**src/rtl/counter_ctrl_pkg.sv**
```systemverilog
// Shared definitions for counter_ctrl: controller state encoding, counter
// idle/count encodings and the latched result record.
package counter_ctrl_pkg;

   localparam int CNT_W = 32;

   typedef enum logic [2:0] {
      ST_IDLE  = 3'd0,
      ST_ARMED = 3'd1,
      ST_RUN   = 3'd2,
      ST_DRAIN = 3'd3,
      ST_DONE  = 3'd4
   } state_t;

   // Encoding of the external counter's cnt_state output
   localparam logic CNT_ST_IDLE  = 1'b0;
   localparam logic CNT_ST_COUNT = 1'b1;

   typedef struct packed {
      logic [CNT_W-1:0] count;
      logic             timeout;
   } result_t;

   // Fewer than two flops cannot both synchronize and produce an edge strobe
   function automatic int sync_depth(input int n);
      return (n < 2) ? 2 : n;
   endfunction

endpackage

```
**src/rtl/counter_ctrl_sig_sync.sv**
```systemverilog
// Multi-flop synchronizer for the asynchronous measured signal, with
// single-cycle rise/fall strobes taken from the last two stages.
module counter_ctrl_sig_sync #(
   parameter int STAGES = 2
) (
   input  logic clk_in,
   input  logic rst,
   input  logic sig_in,
   output logic rise,
   output logic fall
);

   logic [STAGES-1:0] sync_q;

   always_ff @(posedge clk_in or posedge rst) begin
      if (rst) sync_q <= '0;
      else     sync_q <= {sync_q[STAGES-2:0], sig_in};
   end

   // sync_q[STAGES-1] is the older of the two sampled values
   assign rise = sync_q[STAGES-2] & ~sync_q[STAGES-1];
   assign fall = ~sync_q[STAGES-2] & sync_q[STAGES-1];

endmodule

```
**src/rtl/counter_ctrl.sv**
```systemverilog
// Pulse-width measurement controller driving an external start/stop counter.
// Optional timeout logic is built only when COUNTER_CTRL_TIMEOUT_EN is defined.
module counter_ctrl
   import counter_ctrl_pkg::*;
#(
   parameter int SYNC_STAGES = 2,
   parameter bit CONTINUOUS  = 1'b0
) (
   input  logic             clk_in,
   input  logic             rst,
   input  logic             arm,
   input  logic             abort,
   input  logic             sig_in,
   input  logic [CNT_W-1:0] timeout_cycles,
   output logic             cnt_start,
   output logic             cnt_stop,
   input  logic             cnt_state,
   input  logic [CNT_W-1:0] cnt_count,
   output logic             busy,
   output logic             res_valid,
   input  logic             res_ready,
   output logic [CNT_W-1:0] res_count,
   output logic             res_timeout
);

   localparam int STAGES = sync_depth(SYNC_STAGES);

   state_t  state_q, state_nxt;
   logic    tmo_flag_q, tmo_flag_nxt;
   logic    latch;
   logic    rise, fall;
   logic    tmo_hit;
   result_t res_q;

   counter_ctrl_sig_sync #(.STAGES(STAGES)) u_sig_sync (
      .clk_in (clk_in),
      .rst    (rst),
      .sig_in (sig_in),
      .rise   (rise),
      .fall   (fall)
   );

`ifdef COUNTER_CTRL_TIMEOUT_EN
   assign tmo_hit = (cnt_count >= timeout_cycles);
`else
   logic timeout_unused;
   assign timeout_unused = |timeout_cycles;
   assign tmo_hit        = 1'b0;
`endif

   always_comb begin
      state_nxt    = state_q;
      tmo_flag_nxt = tmo_flag_q;
      cnt_start    = 1'b0;
      cnt_stop     = 1'b0;
      latch        = 1'b0;
      if (abort) begin
         state_nxt = ST_IDLE;
         cnt_stop  = (state_q == ST_RUN);
      end else begin
         case (state_q)
            ST_IDLE: if (arm) state_nxt = ST_ARMED;
            ST_ARMED: begin
               if (rise) begin
                  cnt_start = 1'b1;
                  state_nxt = ST_RUN;
               end
            end
            ST_RUN: begin
               // A real falling edge takes priority over a coincident timeout
               if (fall) begin
                  cnt_stop     = 1'b1;
                  tmo_flag_nxt = 1'b0;
                  state_nxt    = ST_DRAIN;
               end else if (tmo_hit) begin
                  cnt_stop     = 1'b1;
                  tmo_flag_nxt = 1'b1;
                  state_nxt    = ST_DRAIN;
               end
            end
            ST_DRAIN: begin
               if (cnt_state == CNT_ST_IDLE) begin
                  latch     = 1'b1;
                  state_nxt = ST_DONE;
               end
            end
            ST_DONE: begin
               if (res_ready) state_nxt = CONTINUOUS ? ST_ARMED : ST_IDLE;
            end
            default: state_nxt = ST_IDLE;
         endcase
      end
   end

   always_ff @(posedge clk_in or posedge rst) begin
      if (rst) begin
         state_q    <= ST_IDLE;
         tmo_flag_q <= 1'b0;
         res_q      <= '0;
         res_valid  <= 1'b0;
      end else begin
         state_q    <= state_nxt;
         tmo_flag_q <= tmo_flag_nxt;
         if (latch) begin
            res_q.count   <= cnt_count;
            res_q.timeout <= tmo_flag_q;
         end
         // res_count survives an abort; only the valid flag is dropped
         if (abort)                                res_valid <= 1'b0;
         else if (latch)                           res_valid <= 1'b1;
         else if (state_q == ST_DONE && res_ready) res_valid <= 1'b0;
      end
   end

   assign busy        = (state_q != ST_IDLE);
   assign res_count   = res_q.count;
   assign res_timeout = res_q.timeout;

endmodule
```
**config.mk**
```make
export PLATFORM = sky130hd
export DESIGN_NAME = counter_ctrl
export DESIGN_NICKNAME = d
export VERILOG_FILES = /design/src/rtl/counter_ctrl_pkg.sv /design/src/rtl/counter_ctrl_sig_sync.sv /design/src/rtl/counter_ctrl.sv
export SDC_FILE = /design/constraint.sdc
export NUM_CORES = 1
export LEC_CHECK = 0
export CAP_MARGIN = 25
export CORE_MARGIN = 2
export CORE_UTILIZATION = 55
export CTS_BUF_LIST = sky130_fd_sc_hd__clkbuf_2 sky130_fd_sc_hd__clkbuf_4 sky130_fd_sc_hd__clkbuf_8
export DETAILED_ROUTE_END_ITERATION = 8
export DONT_BUFFER_PORTS = 1
export GPL_TIMING_DRIVEN = 1
export PLACE_DENSITY = 0.77
export RECOVER_POWER = 50
export REMOVE_ABC_BUFFERS = 1
export SYNTH_ARGS = -nofsm -noshare
export SYNTH_HDL_FRONTEND = slang
export SYNTH_HIERARCHICAL = 1
export SYNTH_SLANG_ARGS = --single-unit
```
**constraint.sdc**
```tcl
create_clock -name clk_in -period 1.85 [get_ports clk_in]
set_input_delay 0.185 -clock clk_in [delete_from_list [all_inputs] [get_ports clk_in]]
set_output_delay 0.185 -clock clk_in [all_outputs]
set_load 0.01 [all_outputs]
```
* Yosys cells after proc, flatten, opt, wreduce, memory -nomap -nowiden
Cells that the tools add are included.
** Storage, ports and cells
- Register bits after elaboration :: 38
- Bits of input ports :: 71
- Logic and storage cells :: 41
** Cells by class
- Equality and inequality tests :: 9
- Multiplexer cells :: 19
- Bitwise logic cells :: 4
- Reductions and logical operators :: 5
** Operators by type and width (number)
- $mux W3 :: 6
- $ne A3 B3 Y1 const B :: 5
- $pmux W3 S5 :: 1
- $mux W1 :: 12
- $eq A3 B2 Y1 const B :: 2
- $reduce_bool A3 Y1 :: 2
- $reduce_and A5 Y1 :: 1
- $eq A3 B1 Y1 const B :: 1
- $eq A3 B3 Y1 const B :: 1
- $logic_not A3 Y1 :: 1
- $and A1 B1 Y1 :: 2
- $not A1 Y1 :: 2
- $logic_and A1 B1 Y1 :: 1

* Longest topological paths before layout
Gate-level depths: netlist (run 1).
- Word-level depth :: 5
- Gate-level depth with buffers :: 4

* Cells and area by module
Netlist (run 1), hierarchy kept.
** Modules (own cells, without submodules)
- counter_ctrl :: instances 1, cells each 96, area an instance 1570.3 sq um, sequential area each 900.9 sq um
- counter_ctrl_sig_sync :: instances 1, cells each 5, area an instance 68.8 sq um, sequential area each 50.0 sq um

* Least setup slack after synthesis (run 1)
No wires, ideal clock.
- Kind :: flip-flop to flip-flop
- Start :: register state_q[2]
- End :: register res_q (netlist bit res_count[10])
- Setup time :: 125 ps
- Arrival time :: 1200 ps
- Slack :: 525 ps
- Cell stages (with the launch flop) :: 5
- Buffers on the path :: 1
- Clock period less this slack :: 1325 ps
- Cell sequence :: dfrtp_1 > nor2_4 > nand4b_4 > buf_6 > mux2_4
** On the way
- Word-level cells in the longest chain between the ends :: 3
** RTL lines
- start: declaration :: RTL line counter_ctrl.sv:28 : state_t state_q, state_nxt;
- start signal: assignment :: RTL line counter_ctrl.sv:102 : state_q <= state_nxt;
- $eq A3 B2 Y1 :: RTL line counter_ctrl.sv:61 : case (state_q)
- $mux W1 :: RTL line counter_ctrl.sv:61
- $mux W1 :: RTL line counter_ctrl.sv:57 : if (abort) begin
- end: declaration :: RTL line counter_ctrl.sv:33 : result_t res_q;
Every way passes these cells.
A chain may end at the register's enable or synchronous reset.

* Final worst setup path (run 1)
- Start :: register u_sig_sync.sync_q[0]
- End :: output port cnt_stop
** On the way
- Word-level cells in the longest chain between the ends :: 5
** RTL lines
- start: declaration :: RTL line counter_ctrl_sig_sync.sv:13 : logic [STAGES-1:0] sync_q;
- start signal: assignment :: RTL line counter_ctrl_sig_sync.sv:17 : else sync_q <= {sync_q[STAGES-2:0], sig_in};
- $not A1 Y1 :: RTL line counter_ctrl_sig_sync.sv:22 : assign fall = ~sync_q[STAGES-2] & sync_q[STAGES-1];
- $and A1 B1 Y1 :: RTL line counter_ctrl_sig_sync.sv:22
- via fall :: RTL line counter_ctrl.sv:31 : logic rise, fall;
- $mux W1 :: RTL line counter_ctrl.sv:71 : if (fall) begin
- $mux W1 :: RTL line counter_ctrl.sv:61
- $mux W1 :: RTL line counter_ctrl.sv:57
- end: declaration :: RTL line counter_ctrl.sv:16 : output logic cnt_stop,
The timed path passes the listed nets, and every way through them passes these cells.

==> flow_metrics.py, run 1 <==
metrics = {
    "outcome": {
        "status": "finished with violations",
        "failed_checks": "DRC",
    },
    "critical_path": {
        "path_cells": "and2b_2, nor2_1, nor4b_1",
        "critPathLaunch": "u_sig_sync/sync_q[0]$_DFF_PP0_",
        "r2r-start": "state_q[2]$_DFFE_PP0P_",
        "crit_type": "reg2out",
        "critPathMaxFanout": 3,
        "crit_path_start_kind": "register",
        "crit_path_end_kind": "output pin",
        "rr_worst_depth": 4,
        "cp_data_required_time_ps": 1660,
        "crit_arrival_ps": 1470,
        "slowest_delay_ps": 480,
        "worst_path_max_delay_cell": "nor4b_1",
    },
    "final_layout": {
        "final_nets": 211,
        "multi_input_area_sq_um": 629.4,
        "insertedDiodeCount": 0,
        "drive_above_1_share": 0.3143,
        "final_cell_mix": "dfrtp_1, dlygate4sd3_1, mux2_4",
        "final_common_cell": "dfrtp_1",
        "nFillCells": 192,
        "seq_area_sq_um": 950.9,
        "areaGrowthSynthToFinish_pct": 25.95,
    },
    "sta": {
        "setup_tns_ps": 0,
        "setup_ws_ps": 196.3,
        "finalHoldViolCount": 0,
        "rsz0062_at_grt": "no",
        "setup_viol": 0,
        "fmax_ghz": 0.6047,
        "worstMarginPinSlew_ps": 869.3,
        "drv_slew": 0,
        "max_slew_margin": 0.4205,
        "period_share": 0.8939,
        "period_needed_ps": 1654,
        "skew_ps": 4.980,
    },
    "grt": {
        "track_usage": 0.2261,
        "grt_remaining_overflow": 0,
        "grt_max_degree": 37,
        "antenna_found_initial": 0,
        "grt_pass1_wl_microns": 5513,
        "grt_pass1_vias": 1120,
    },
    "clocking": {
        "hold_buffers": 36,
        "clock_sinks": 38,
        "clkTransAtPathRegs_ps": 100,
        "htreeDepth": 2,
        "postCtsSetupRepairBufs": 0,
        "clk_latency_ps": 330,
        "cts_root_buffer": "clkbuf_4",
        "ctsResizeCount": 0,
        "cts_buffer_depth": 2,
        "cts_buffers": 5,
        "cts_tree": "done",
    },
    "min_path": {
        "whs_path_depth": 2,
        "min-delay-start": "abort",
        "min-delay-path-class": "in2reg",
    },
    "job": {
        "cap_viol_max_count": 0,
    },
    "place": {
        "dp_slack_ps": 460.9,
        "port_buffers": 0,
        "gp_congestion": 0.7364,
        "dp_hpwl_microns": 1883,
    },
    "logic_synthesis": {
        "yosysWarnings": 6,
        "ys_seq_area_frac": 0.5802,
        "syn_area_sq_um": 1639,
        "synth.avg_cell_area_sq_um": 16.23,
        "synthDistinctLibCells": 27,
        "syn_inst": 101,
        "ys_ff_latch": 38,
    },
    "floorplan": {
        "row_count": 19,
        "start_util": 0.5843,
        "fp.coreArea_sq_um": 2805,
        "die_y_microns": 58.59,
        "io_pins": 108,
        "die_area_sq_um": 3433,
        "chipWidth_microns": 58.59,
    },
    "route": {
        "first_iter_violations": 35,
        "drc": 7,
        "vias_per_cell": 5.614,
        "routedWlPerCell_microns": 19.65,
        "dr.pass1.iters": 6,
        "antenna_left": 0,
        "totalWireLength_microns": 3360,
        "vias": 960,
    },
    "power_and_ir_drop": {
        "ir_drop_mv": 0.5033,
        "total_leakage_power_nw": 1.105,
        "powerDensity_nw_per_um2": 811.2,
        "p_total_mw": 1.675,
    },
}
## path summary, 6_finish.rpt
check	to	slack, ps
max in group asynchronous	res_count[18]$_DFFE_PP0P_	730
worst min-delay path	state_q[0]$_DFFE_PP0P_	30
worst max-delay path	cnt_stop	200
min in group asynchronous	u_sig_sync/sync_q[0]$_DFF_PP0_	160
worst min register to register	u_sig_sync/sync_q[1]$_DFF_PP0_	400
worst max register to register	res_count[7]$_DFFE_PP0P_	440
## report_power, final
group	leakage (nW)	total (mW)	switching, mW	internal (mW)
clock	0.0322	0.407	0.234	0.173
combinational	0.559	0.233	0.0673	0.165
sequential	0.514	1.04	0.116	0.919
total	1.10	1.67	0.418	1.26
## cells in the mapped netlist
library cell / count / area, sq um
inv_1: 2 / 7.510
a21boi_0: 1 / 7.510
nor3_1: 1 / 5.000
buf_6: 3 / 33.78
mux2_4: 28 / 420.4
buf_2: 2 / 10.01
mux2_2: 4 / 45.04
buf_4: 1 / 7.510
and3_1: 1 / 6.260
conb_1: 1 / 3.750
and2b_2: 1 / 8.760
o21ai_0: 1 / 5.000
nor2_1: 3 / 11.26
nand4b_4: 1 / 23.77
o31ai_1: 1 / 7.510
or3_1: 1 / 6.260
and3b_1: 1 / 8.760
o211ai_1: 1 / 7.510
dfrtp_1: 38 / 950.9
nand2b_1: 2 / 12.51
a211o_1: 1 / 8.760
nor2_4: 1 / 11.26
nor2b_1: 1 / 6.260
nor4b_1: 1 / 8.760
a21oi_1: 1 / 5.000
nand2_1: 1 / 3.750
and2_1: 1 / 6.260
## layer usage
metal,vias to the layer above,routed length (microns),GRT usage
li1,428,-,-
met1,475,1255,0.2460
met2,55,1771,0.3965
met3,2,321,0.07692
met4,0,10,0.1039
met5,-,0,0
## flip-flops by register name (all words and copies together), names as in the netlist
signal             count
res_count             32
state_q                3
u_sig_sync/sync_q      2
res_valid              1
## metrics by stage
step,instances,cell area [sq um],util,hold slack (ps)
floorplan,95,1588,-,-73.82
global placement,128,1654,0.5897,-71.56
detailed placement,128,1654,0.5897,-62.30
CTS,171,2067,0.7368,13.20
global route,171,2064,0.7360,19.22
finish,171,2064,0.7360,28.29
## logic make-up (layout without fill, tap and decap cells)
family	Yosys count	in the layout	share of synthesized area
muxes	32	32	0.2840
buffers and inverters	8	47	0.03588
AOI/OAI and AO/OA	6	6	0.02519
other	1	1	0.002288
DFF	38	38	0.5802
and+or+nand+nor	16	16	0.07252
## cell type report
cell class,instances,area share
sequential,38,0.4606
multi-input combinational,55,0.3048
timing repair buffer,38,0.1867
clock buffer,7,0.02545
tap,31,0.01879
inverter,2,0.003636
## critical path, delay by kind of cell, from the launching register on
family           cells  cell delay (ps)
flip-flops           1              400
AND/OR/NAND/NOR      3              750
(Power assumes the default switching activity.)
==> run 2, diff against run 1 <==
- CAP_MARGIN: 25 -> 0
- CTS_CLUSTER_SIZE: unset -> 16
==> results of run 2 <==
The final DEF is identical to that of run 1; final timing and power are the same.
